`src/rtl/regfile_wb_arbiter.sv`:
```
// Writeback arbiter: two one-entry holding buffers (ALU and LSU) share the
// register-file write port through a round-robin grant and a registered write stage.
module regfile_wb_arbiter #(
    parameter int WIDTH = 32,
    parameter int INDEX = 5
) (
    input  logic                  clk_in,
    input  logic                  rst_in,
    input  logic                  a_valid_in,
    output logic                  a_ready_out,
    input  logic [INDEX-1:0]      a_address_in,
    input  logic [WIDTH-1:0]      a_data_in,
    input  logic                  b_valid_in,
    output logic                  b_ready_out,
    input  logic [INDEX-1:0]      b_address_in,
    input  logic [WIDTH-1:0]      b_data_in,
    output logic                  rf_we_out,
    output logic [INDEX-1:0]      rf_address_out,
    output logic [WIDTH-1:0]      rf_data_out,
    output logic [2**INDEX-1:0]   pending_mask_out
);

    localparam int NREG = 2**INDEX;

    logic             bufVA_q, bufVA_d, bufVB_q, bufVB_d;
    logic [INDEX-1:0] bufAddrA_q, bufAddrA_d, bufAddrB_q, bufAddrB_d;
    logic [WIDTH-1:0] bufDataA_q, bufDataA_d, bufDataB_q, bufDataB_d;
    logic             rr_q, rr_d;
    logic             rfWe_q, rfWe_d;
    logic [INDEX-1:0] rfAddr_q, rfAddr_d;
    logic [WIDTH-1:0] rfData_q, rfData_d;

    logic grantA, grantB, loadA, loadB;

    // Grant depends only on buffer state, so ready never combinationally follows valid.
    assign grantA      = bufVA_q & (~bufVB_q | ~rr_q);
    assign grantB      = bufVB_q & (~bufVA_q | rr_q);
    assign a_ready_out = ~bufVA_q | grantA;
    assign b_ready_out = ~bufVB_q | grantB;
    assign loadA       = a_valid_in & a_ready_out & (a_address_in != '0);
    assign loadB       = b_valid_in & b_ready_out & (b_address_in != '0);

    always_comb begin
        bufVA_d    = bufVA_q;
        bufAddrA_d = bufAddrA_q;
        bufDataA_d = bufDataA_q;
        bufVB_d    = bufVB_q;
        bufAddrB_d = bufAddrB_q;
        bufDataB_d = bufDataB_q;
        rr_d       = rr_q;
        rfWe_d     = grantA | grantB;
        rfAddr_d   = rfAddr_q;
        rfData_d   = rfData_q;

        // A handshake to x0 still frees a granted buffer but loads nothing.
        if (loadA) begin
            bufVA_d    = 1'b1;
            bufAddrA_d = a_address_in;
            bufDataA_d = a_data_in;
        end else if (grantA) begin
            bufVA_d = 1'b0;
        end

        if (loadB) begin
            bufVB_d    = 1'b1;
            bufAddrB_d = b_address_in;
            bufDataB_d = b_data_in;
        end else if (grantB) begin
            bufVB_d = 1'b0;
        end

        if (grantA) begin
            rfAddr_d = bufAddrA_q;
            rfData_d = bufDataA_q;
            rr_d     = 1'b1;
        end else if (grantB) begin
            rfAddr_d = bufAddrB_q;
            rfData_d = bufDataB_q;
            rr_d     = 1'b0;
        end
    end

    always_ff @(posedge clk_in or posedge rst_in) begin
        if (rst_in) begin
            bufVA_q    <= 1'b0;
            bufAddrA_q <= '0;
            bufDataA_q <= '0;
            bufVB_q    <= 1'b0;
            bufAddrB_q <= '0;
            bufDataB_q <= '0;
            rr_q       <= 1'b0;
            rfWe_q     <= 1'b0;
            rfAddr_q   <= '0;
            rfData_q   <= '0;
        end else begin
            bufVA_q    <= bufVA_d;
            bufAddrA_q <= bufAddrA_d;
            bufDataA_q <= bufDataA_d;
            bufVB_q    <= bufVB_d;
            bufAddrB_q <= bufAddrB_d;
            bufDataB_q <= bufDataB_d;
            rr_q       <= rr_d;
            rfWe_q     <= rfWe_d;
            rfAddr_q   <= rfAddr_d;
            rfData_q   <= rfData_d;
        end
    end

    // Every register with a write buffered or in the write stage; x0 is never pending.
    always_comb begin
        pending_mask_out = '0;
        if (bufVA_q) pending_mask_out[bufAddrA_q] = 1'b1;
        if (bufVB_q) pending_mask_out[bufAddrB_q] = 1'b1;
        if (rfWe_q)  pending_mask_out[rfAddr_q]   = 1'b1;
        pending_mask_out[0] = 1'b0;
    end

    assign rf_we_out      = rfWe_q;
    assign rf_address_out = rfAddr_q;
    assign rf_data_out    = rfData_q;

    logic unusedNreg;
    assign unusedNreg = (NREG == 0);

endmodule

```
`config.mk`:
```
export PLATFORM = sky130hd
export DESIGN_NAME = regfile_wb_arbiter
export DESIGN_NICKNAME = d
export VERILOG_FILES = /design/src/rtl/regfile_wb_arbiter.sv
export SDC_FILE = /design/constraint.sdc
export NUM_CORES = 1
export LEC_CHECK = 0
export BUFFER_PORTS_ARGS = -buffer_cell sky130_fd_sc_hd__buf_2
export CAP_MARGIN = 30
export CORE_ASPECT_RATIO = 0.5
export CORE_MARGIN = 1.5
export CORE_UTILIZATION = 46
export CTS_CLUSTER_DIAMETER = 150
export CTS_CLUSTER_SIZE = 16
export DETAILED_ROUTE_END_ITERATION = 8
export GPL_ROUTABILITY_DRIVEN = 0
export HOLD_SLACK_MARGIN = 0.05
export MAX_ROUTING_LAYER = met4
export PLACE_DENSITY_LB_ADDON = 0.25
export SLEW_MARGIN = 40
export SYNTH_ARGS = -nofsm -noshare
export SYNTH_HDL_FRONTEND = slang
export SYNTH_SLANG_ARGS = --single-unit
```
`constraint.sdc`:
```
create_clock -name clk_in -period 9.8 [get_ports clk_in]
set_clock_uncertainty 0.05 [all_clocks]
set_input_delay 0.49 -clock clk_in [delete_from_list [all_inputs] [get_ports clk_in]]
set_output_delay 0.49 -clock clk_in [all_outputs]
set_load 0.02 [all_outputs]
```
==> insert_results.sql <==
INSERT INTO impl_metrics (metric_group, metric, value, unit) VALUES
('clock_network', 'tritoncts', 'yes', ''),
('route', 'finalWirelength', '14.6', 'mm'),
('placed_design', 'dp_hpwl', '9.43', 'mm'),
('critical_path', 'timing.critical_path.to', 'pending_mask_out[12]', ''),
('route', 'routed.top_layer', 'met4', ''),
('route', 'detailedRoute.firstIterationViolations', '553', ''),
('critical_path', 'critPathLaunchType', 'register', ''),
('sta', 'layout_min_cycle_time', '2.89', 'ns'),
('critical_path', 'critical_path_required', '9.26', 'ns'),
('power_and_ir_drop', 'irDropWorstVdd', '112', 'µV'),
('synth', 'synthDistinctLibCells', '31', ''),
('sta', 'timing_worst_slew_pin_value', '0.702', 'ns'),
('clock_network', 'cts.htree.levels', '4', ''),
('synth', 'most_used_flip_flop_cell_after_synthesis', 'sky130_fd_sc_hd__dfrtp_1', ''),
('floorplanning', 'initial_core_util', '0.472', ''),
('outcome', 'outcome', 'finished clean', ''),
('critical_path', 'worst_r2r_startpoint', 'bufVA_q$_DFFE_PP0P_', ''),
('route', 'post-route-drc-count', '0', ''),
('synth', 'yosys-top-cells-count', '115 x sky130_fd_sc_hd__dfrtp_1, 59 x sky130_fd_sc_hd__nand2_1, 58 x sky130_fd_sc_hd__mux2_4, 37 x sky130_fd_sc_hd__o221a_2', ''),
('synth', 'synth_sequential_area_ratio', '0.480', ''),
('synth', 'syn-num-nets', '564', ''),
('route', 'dr_wl_met2', '6.63', 'mm'),
('cells_and_area', 'post_route_cells_drive_above_1_share', '0.487', ''),
('clock_network', 'path_clk_slew', '0.05', 'ns'),
('global_route', 'grt_first_pass_wirelength', '23.4', 'mm'),
('power_and_ir_drop', 'power.leakage', '3.68', 'nW'),
('floorplanning', 'floorplan.die.height', '83.7', 'µm'),
('route', 'postRouteAntennaNets', '0', ''),
('synth', 'post_synth_inst_count', '486', ''),
('route', 'detail_route.vias_per_cell', '5.57', ''),
('critical_path', 'worst-path-max-fanout', '38', ''),
('sta', 'fmax_achieved', '346', 'MHz'),
('synth', 'syn-mean-instance-area', '12.3', 'µm²'),
('synth', 'async_reset_ff_frac', '1.00', ''),
('cells_and_area', 'antenna_cells_inserted', '0', ''),
('global_route', 'gr-usage-all-layers', '0.228', ''),
('critical_path', 'worst-endpoint-arrival', '2.35', 'ns'),
('floorplanning', 'die_x', '164', 'µm'),
('route', 'routedWlPerCell', '18.2', 'µm'),
('critical_path', 'critical_path.reg2reg.endpoint', 'bufDataA_q[28]$_DFFE_PP0P_', ''),
('floorplanning', 'floorplan.io_pins', '150', ''),
('synth', 'ys_warn_count', '0', ''),
('sta', 'rsz0062_at_grt', 'no', ''),
('placed_design', 'port-buffer-count', '148', ''),
('clock_network', 'cts_repair_resize_count', '0', ''),
('cells_and_area', 'fin_area', '7450', 'µm²'),
('critical_path', 'timing.reg2reg.setup_slack', '7.06', 'ns'),
('sta', 'number_of_setup_violations_in_the_final_report', '0', ''),
('route', 'drt-met1-wl', '6.74', 'mm'),
('placed_design', 'placedInstanceArea', '6790', 'µm²'),
('critical_path', 'worstRegToRegCells', '5', ''),
('sta', 'hold_slack', '0.264', 'ns'),
('clock_network', 'post-cts-setup-buffer-count', '0', ''),
('clock_network', 'cts.sink_count', '115', ''),
('synth', 'synth.top_cell.area_share', '0.480', ''),
('route', 'metal3_wl', '1.14', 'mm'),
('global_route', 'overflow', '0', ''),
('sta', 'fin_crit_share', '0.295', ''),
('synth', 'area_of_the_mapped_netlist', '5990', 'µm²'),
('cells_and_area', 'finalNetCount', '696', ''),
('sta', 'max_slew_margin', '0.532', ''),
('synth', 'synth_area_leaders', 'sky130_fd_sc_hd__dfrtp_1 48%, sky130_fd_sc_hd__mux2_4 15%, sky130_fd_sc_hd__o221a_2 7.0%', ''),
('synth', 'yosys.area.top_type', 'sky130_fd_sc_hd__dfrtp_1', ''),
('global_route', 'grt_start_max_net_pins', '88', ''),
('clock_network', 'tritoncts.num_buffers', '17', ''),
('synth', 'ys_ff_latch', '115', ''),
('clock_network', 'ctsHoldBuffers', '1', ''),
('clock_network', 'root_buffer', 'sky130_fd_sc_hd__clkbuf_16', ''),
('global_route', 'vias_in_the_first_global_route', '4292', ''),
('global_route', 'antenna_found_initial', '0', ''),
('critical_path', 'sort_of_element_at_the_end_of_the_critical_path', 'output pin', '');
==> area by class of cell <==
cell class              count  area (µm²)
fillers                  1071        5250
flip-flops and latches    115        2880
multi-input cells         322        2870
repair buffers            156         810
clock buffers              23         498
well taps                 170         213
clock inverters             8         148
inverters                   6        25.0
==> per-layer routing <==
layer / GRT usage / vias up
met3: 0.0532 / 10
met1: 0.315 / 2143
met4: 0.0573 / 0
met5: - / -
met2: 0.339 / 213
li1: - / 2086
==> stage by stage <==
stage | utilization | instances | worst slack (ns) | total power [W]
after floorplan | - | 486 | 6.22 | 0.00138
after global placement | 0.533 | 768 | 7.06 | 0.00162
after detailed placement | 0.534 | 768 | 7.06 | 0.00163
after CTS | 0.586 | 800 | 6.90 | 0.00231
after global routing | 0.586 | 800 | 6.78 | 0.00242
final | 0.586 | 800 | 6.91 | 0.00230
==> power by group <==
part | switching (W) | total, W | internal [W]
Sequential | 0.000157 | 0.000797 | 0.000640
Clock | 0.000212 | 0.000670 | 0.000458
Combinational | 0.000441 | 0.000834 | 0.000393
==> logic make-up (layout without fill, tap and decap cells) <==
family / Yosys count / after routing / share of synthesized area
AO/OA/AOI/OAI: 110 / 110 / 0.174
buffers and inverters: 49 / 193 / 0.0434
flip-flops: 115 / 115 / 0.480
other: 1 / 1 / 0.000626
AND/OR/NAND/NOR: 139 / 139 / 0.130
multiplexers: 72 / 72 / 0.172
==> registers in the layout, summed over array words and instances, names as in the netlist <==
name and flops:
rf_we_out 1, bufAddrB_q 5, rf_data_out 32, bufDataB_q 32
bufAddrA_q 5, bufVB_q 1, rf_address_out 5, rr_q 1
bufDataA_q 32, bufVA_q 1
==> layout by cell type (no fill, tap or decap), drive strengths merged, types with 2 or more instances in the layout <==
cell type  instances
a211o             34
a222oi             4
a22oi             27
a32o               2
and3               6
and3b             15
buf              154
bufinv             4
clkbuf            24
clkinv             4
dfrtp            115
inv                6
mux2              72
nand2             59
nand2b             2
nor2b             34
nor3               3
nor3b             12
o211ai             2
o21ai              3
o221a             37
or2                2
or3                2
or4                2
==> worst min-delay path by stage <==
| stage | to | slack [ns] | cells past startpoint |
|---|---|---|---|
| 2_1_floorplan | bufDataB_q[29]$_DFFE_PP0P_ | 0.43 | 1 |
| 3_3_place_gp | bufDataB_q[0]$_DFFE_PP0P_ | 0.44 | 1 |
| 5_1_grt | bufDataB_q[13]$_DFFE_PP0P_ | 0.25 | 2 |
| 6_report | bufDataB_q[22]$_DFFE_PP0P_ | 0.26 | 2 |
| 3_5_place_dp | bufDataB_q[8]$_DFFE_PP0P_ | 0.45 | 1 |
| 4_1_cts | bufDataB_q[25]$_DFFE_PP0P_ | 0.25 | 2 |
==> worst max-delay path: stages, from the launching register on <==
cell,delay [ns]
sky130_fd_sc_hd__dfrtp_2,0.48
sky130_fd_sc_hd__buf_4,0.41
sky130_fd_sc_hd__nor3b_2,0.59
sky130_fd_sc_hd__a22oi_1,0.19
sky130_fd_sc_hd__nand2_1,0.10
sky130_fd_sc_hd__buf_2,0.16
Note: power is estimated with default switching activity, not from simulation.
